`src/rtl/serializer_pkg.sv`:
```
// Shared types and defaults for the bit-serial transmitter.
// Latency: n/a (declarations only).
// Backpressure: n/a (declarations only).
package serializer_pkg;

  typedef enum logic [1:0] {
    TX_IDLE,
    TX_SHIFT,
    TX_GAP
  } tx_state_t;

  localparam int TX_WIDTH_DEFAULT = 8;

endpackage

```
`src/rtl/piso_shift_reg.sv`:
```
// Parallel-in serial-out shift register; hides bit order from the FSM.
// Latency: q_bit shows the next bit to send as soon as load/shift takes effect.
// Backpressure: none here; the caller gates shift_en with the receiver's ready.
//
// Ports:
//   clk, reset_n  link clock, synchronous active-low reset
//   load          copy d into the register (wins over shift_en)
//   shift_en      advance to the next bit
//   d             word to serialise
//   q_bit         bit that will be driven on the next send
module piso_shift_reg #(
  parameter int WIDTH     = 8,
  parameter bit MSB_FIRST = 1'b1
) (
  input  logic             clk,
  input  logic             reset_n,
  input  logic             load,
  input  logic             shift_en,
  input  logic [WIDTH-1:0] d,
  output logic             q_bit
);

  logic [WIDTH-1:0] sr;

  always_ff @(posedge clk) begin
    if (!reset_n) begin
      sr <= '0;
    end else if (load) begin
      sr <= d;
    end else if (shift_en) begin
      // Vacated positions fill with zero; they are never sent.
      if (MSB_FIRST) begin
        sr <= {sr[WIDTH-2:0], 1'b0};
      end else begin
        sr <= {1'b0, sr[WIDTH-1:1]};
      end
    end
  end

  assign q_bit = MSB_FIRST ? sr[WIDTH-1] : sr[0];

endmodule

```
`src/rtl/serializer.sv`:
```
// Parallel-to-serial transmitter with a one-entry holding buffer.
// Latency: capture at edge N, load at N+1, first serial bit after edge N+2.
// Backpressure: rx_ready = 0 freezes the bit stream; status_out = 0 while buffer full.
//
// Ports:
//   clk_100khz, reset_n   link clock, synchronous active-low reset
//   byte_in/byte_valid    producer word and level valid
//   byte_ack              one-cycle pulse when a word is captured
//   status_out            1 = holding buffer empty
//   rx_ready              receiver may accept a bit this edge
//   data_out/write_out    serial bit and its qualifier
//   tx_done               one-cycle pulse after the last bit of a word
module serializer
  import serializer_pkg::*;
#(
  parameter int WIDTH      = TX_WIDTH_DEFAULT,
  parameter bit MSB_FIRST  = 1'b1,
  parameter int GAP_CYCLES = 0
) (
  input  logic             clk_100khz,
  input  logic             reset_n,
  input  logic [WIDTH-1:0] byte_in,
  input  logic             byte_valid,
  output logic             byte_ack,
  output logic             status_out,
  input  logic             rx_ready,
  output logic             data_out,
  output logic             write_out,
  output logic             tx_done
);

  localparam int CW       = $clog2(WIDTH + 1);
  localparam int GW       = (GAP_CYCLES > 1) ? $clog2(GAP_CYCLES) : 1;
  localparam int GAP_LAST = (GAP_CYCLES > 0) ? GAP_CYCLES - 1 : 0;

  tx_state_t        state;
  logic [WIDTH-1:0] hold_buf;
  logic             buf_full;
  logic [CW-1:0]    bit_cnt;
  logic [GW-1:0]    gap_cnt;
  logic             done_pend;

  logic             capture;
  logic             send_bit;
  logic             last_bit;
  logic             sr_load;
  logic             sr_bit;

  always_comb begin
    // The ack cycle blocks capture so a level-held byte_valid is not taken twice.
    capture  = byte_valid && !buf_full && !byte_ack;
    send_bit = (state == TX_SHIFT) && rx_ready;
    last_bit = send_bit && (bit_cnt == CW'(WIDTH - 1));
    // Back-to-back reload happens on the edge that sends the last bit, so the
    // next word's first bit follows with no bubble.
    sr_load  = ((state == TX_IDLE) && buf_full) ||
               (last_bit && (GAP_CYCLES == 0) && buf_full);
  end

  piso_shift_reg #(
    .WIDTH     (WIDTH),
    .MSB_FIRST (MSB_FIRST)
  ) u_piso (
    .clk      (clk_100khz),
    .reset_n  (reset_n),
    .load     (sr_load),
    .shift_en (send_bit),
    .d        (hold_buf),
    .q_bit    (sr_bit)
  );

  always_ff @(posedge clk_100khz) begin
    if (!reset_n) begin
      state     <= TX_IDLE;
      hold_buf  <= '0;
      buf_full  <= 1'b0;
      bit_cnt   <= '0;
      gap_cnt   <= '0;
      done_pend <= 1'b0;
      byte_ack  <= 1'b0;
      data_out  <= 1'b0;
      write_out <= 1'b0;
      tx_done   <= 1'b0;
    end else begin
      byte_ack  <= capture;
      tx_done   <= done_pend;
      done_pend <= 1'b0;

      if (capture) begin
        hold_buf <= byte_in;
      end
      // capture needs an empty buffer and sr_load a full one, so they never collide.
      if (sr_load) begin
        buf_full <= 1'b0;
      end else if (capture) begin
        buf_full <= 1'b1;
      end

      case (state)
        TX_IDLE: begin
          write_out <= 1'b0;
          if (buf_full) begin
            state   <= TX_SHIFT;
            bit_cnt <= '0;
          end
        end

        TX_SHIFT: begin
          if (rx_ready) begin
            data_out  <= sr_bit;
            write_out <= 1'b1;
            if (last_bit) begin
              bit_cnt   <= '0;
              done_pend <= 1'b1;
              if (GAP_CYCLES > 0) begin
                state   <= TX_GAP;
                gap_cnt <= '0;
              end else if (!buf_full) begin
                state <= TX_IDLE;
              end
            end else begin
              bit_cnt <= bit_cnt + CW'(1);
            end
          end else begin
            // data_out keeps its last value while stalled.
            write_out <= 1'b0;
          end
        end

        TX_GAP: begin
          write_out <= 1'b0;
          if (gap_cnt == GW'(GAP_LAST)) begin
            state <= TX_IDLE;
          end else begin
            gap_cnt <= gap_cnt + GW'(1);
          end
        end

        default: begin
          state     <= TX_IDLE;
          write_out <= 1'b0;
        end
      endcase
    end
  end

  assign status_out = ~buf_full;

endmodule

```
`config.mk`:
```
export PLATFORM = sky130hd
export DESIGN_NAME = serializer
export DESIGN_NICKNAME = d
export VERILOG_FILES = /design/src/rtl/serializer_pkg.sv /design/src/rtl/piso_shift_reg.sv /design/src/rtl/serializer.sv
export SDC_FILE = /design/constraint.sdc
export NUM_CORES = 1
export LEC_CHECK = 0
export ABC_AREA = 1
export CAP_MARGIN = 10
export CORE_MARGIN = 2
export CORE_UTILIZATION = 45
export CTS_CLUSTER_SIZE = 20
export DETAILED_ROUTE_END_ITERATION = 16
export PLACE_DENSITY_LB_ADDON = 0.25
export SYNTH_ARGS = -nofsm -noshare
export SYNTH_HDL_FRONTEND = slang
export SYNTH_HIERARCHICAL = 1
export SYNTH_SLANG_ARGS = --single-unit
```
`constraint.sdc`:
```
create_clock -name clk_100khz -period 1.91 [get_ports clk_100khz]
set_input_delay 0.382 -clock clk_100khz [delete_from_list [all_inputs] [get_ports clk_100khz]]
set_output_delay 0.382 -clock clk_100khz [all_outputs]
set_load 0.05 [all_outputs]
```
==> flow_metrics.env <==
export IMPL_diodes=0
export IMPL_fin_setup_tns_ns=0
export IMPL_routedWlPerCell_um=10.0
export IMPL_cts_clk_slew_worst_paths_ns=0.15
export IMPL_cts_tree="built"
export IMPL_place_detailed_hpwl_um=1590
export IMPL_route_met3_wl_um=56
export IMPL_drt_iter0_drc=16
export IMPL_drt_wl_total_um=2050
export IMPL_dp_cells=201
export IMPL_port_buffers=16
export IMPL_nNetsFinal=189
export IMPL_ys_ff_latch=27
export IMPL_avgSynthCellArea_um2=7.29
export IMPL_insertion_delay_ns=0.32
export IMPL_max_slew_worst_pin_slew_ns=0.500
export IMPL_p_leak_nw=0.634
export IMPL_dieArea_um2=2890
export IMPL_critPathMaxFanout=2
export IMPL_synth_area_um2=1120
export IMPL_wl_met1_um=1020
export IMPL_grtUsageTotal=0.156
export IMPL_seq_area_frac_synth=0.484
export IMPL_cp_data_required_time_ns=1.53
export IMPL_power_density_nw_per_um2=768
export IMPL_cts_num_sinks=27
export IMPL_gp_congestion=0.820
export IMPL_placed_cell_area_um2=1340
export IMPL_holdPathStages=2
export IMPL_wl_met2_um=938
export IMPL_max_freq_mhz=542
export IMPL_syn_instance_count=153
export IMPL_cts_setup_buffers=0
export IMPL_finalCritPeriodShare=0.966
export IMPL_path_depth=1
export IMPL_ys_top_cells_by_area="dfxtp_1, nand2_1, a21oi_1"
export IMPL_finClkSkew_ns=0.0103
export IMPL_slew_headroom=0.666
export IMPL_synth_fp_nets=166
export IMPL_cp_slowest_cell="clkdlybuf4s50_1"
export IMPL_ir_drop_uv=440
export IMPL_design_power_total_mw=1.05
export IMPL_setup_worst_path_start_class="flip-flop"
export IMPL_ys_warn_count=6
export IMPL_synth_top_area_share=0.484
export IMPL_rr_worst_depth=11
export IMPL_worstPathCellList="clkdlybuf4s50_1"
export IMPL_slew_viol_final=0
export IMPL_ant_nets=0
export IMPL_worstPathArrival_ns=1.46
export IMPL_grt_setup_unrepaired="no"
export IMPL_root_buffer="clkbuf_4"
export IMPL_clock_path_buffers=2
export IMPL_area_growth_pct=22.8
export IMPL_antenna_found_initial=0
export IMPL_finalHoldViolations=0
export IMPL_status="complete, no violations"
export IMPL_final_cell_area_um2=1370
export IMPL_grt_pass1_vias=802
export IMPL_finalSetupViolCount=0
export IMPL_firstDrtPassIters=4
export IMPL_grt_pass1_wl_um=3260
export IMPL_chipWidth_um=53.8
export IMPL_grt_max_degree=17
export IMPL_cap_violations=0
export IMPL_fp_row_count=18
export IMPL_core_um2=2410
export IMPL_cts_made_buffers=3
export IMPL_end_kind="primary output"
export IMPL_hold_class="flip-flop to flip-flop"
export IMPL_drc=0
export IMPL_num_fill_cells=228
export IMPL_start_util=0.463
export IMPL_critPathMaxStageDelay_ns=0.80
export IMPL_drive_gt1_frac=0.131
export IMPL_stdcell_count=205
export IMPL_path_class="flip-flop to primary output"
export IMPL_viasPerCell=4.61
export IMPL_cp_top_family="buffers and inverters"
export IMPL_ioPinCount=17
export IMPL_vias=946
export IMPL_cts_htree_levels=1
export IMPL_die_y_um=53.8
export IMPL_highest_layer="met4"
export IMPL_period_needed_ns=1.84
export IMPL_synth_largest_area_cell="dfxtp_1"
export IMPL_netlist_cell_type_count=18
export IMPL_crit_buf_inv=1
export IMPL_gr_total_overflow=0
[registers in the layout, summed over array words and instances (netlist names)]
signal / cells
hold_buf: 8
u_piso/sr: 8
done_pend: 1
tx_done: 1
bit_cnt: 4
write_out: 1
state: 1
buf_full: 1
byte_ack: 1
data_out: 1
[per-layer routing]
layer / global-route usage / vias to the layer above
met5: 0 / -
met1: 0.208 / 415
met2: 0.248 / 13
met3: 0.0167 / 4
met4: 0.0769 / 0
li1: - / 514
[power breakdown]
part           internal (mW)  switching, mW  total, mW  leakage [nW]
registers              0.594         0.0195      0.613         0.220
clock network         0.0800          0.170      0.250        0.0139
logic                 0.0786          0.110      0.189         0.400
[cell families after synthesis]
group                      synth area share
adders and majority gates            0.0112
buffers and inverters                0.0886
AOI/OAI and AO/OA                    0.0796
DFF                                   0.484
and+or+nand+nor                       0.328
xor gates and xnor gates            0.00785
[cells in the final DEF (no fill, tap or decap)]
cell type and count:
nand2_1 55, clkdlybuf4s50_1 14, dfxtp_1 27, o21ai_0 3, xor2_1 1, nand3_1 11, inv_1 17, clkbuf_4 3
dlymetal6s2s_1 1, buf_4 5, ha_1 1, clkinvlp_4 1, nor2_1 8, inv_2 3, buf_12 1, a21oi_1 13
nand2_2 6, nor2_8 1, o21ai_2 1, nor3_1 1, nor2_2 2
[area by class of cell]
type                    instances  area (um2)  area share
repair buffers                 21         210       0.153
flip-flops and latches         27         541       0.395
clock inverters                 1        7.51     0.00548
inverters                      20        75.1      0.0548
well taps                      30        37.5      0.0274
multi-input cells             103         477       0.348
clock buffers                   3        22.5      0.0164
[cells in the mapped netlist]
cell type / n
nand2_1: 55
xor2_1: 1
ha_1: 1
nor2_2: 2
nand3_1: 11
nor3_1: 1
dfxtp_1: 27
nor2_1: 8
inv_2: 3
buf_4: 1
buf_2: 1
buf_6: 1
nor2_8: 1
nand2_2: 6
o21ai_2: 1
inv_1: 17
a21oi_1: 13
o21ai_0: 3
[through the flow]
| step | setup WS (ns) | hold WS [ns] | utilization |
|---|---|---|---|
| 2_1_floorplan | 0.494 | 0.390 | - |
| 3_3_place_gp | 0.108 | 0.400 | 0.555 |
| 3_5_place_dp | 0.0622 | 0.440 | 0.555 |
| 4_1_cts | 0.00473 | 0.460 | 0.567 |
| 5_1_grt | 0.00804 | 0.444 | 0.569 |
| 6_report | 0.0655 | 0.438 | 0.569 |
[worst paths after layout]
check                                        startpoint                        end  slack [ns]
worst max register to register  bit_cnt[0]$_SDFFE_PN0P_  u_piso/sr[7]$_SDFFE_PN0P_        0.37
worst min-delay path               done_pend$_SDFF_PN0_         tx_done$_SDFF_PN0_        0.44
worst min register to register     done_pend$_SDFF_PN0_         tx_done$_SDFF_PN0_        0.44
worst max-delay path              data_out$_SDFFE_PN0P_                   data_out        0.07
[tightest hold or removal path: cells and delay by family (launching register included)]
family / cells / cell delay (ns)
simple gates: 1 / 0.06
flops: 1 / 0.33
buf+inv: 1 / 0.04
[timing repair]
item / CTS / global route
setup endpoints to repair: 0 / 1
gates resized for setup: 0 / 1
hold buffers: 0 / 0
hold endpoints to repair: 0 / 0
Power figures use the tool's default switching activity.
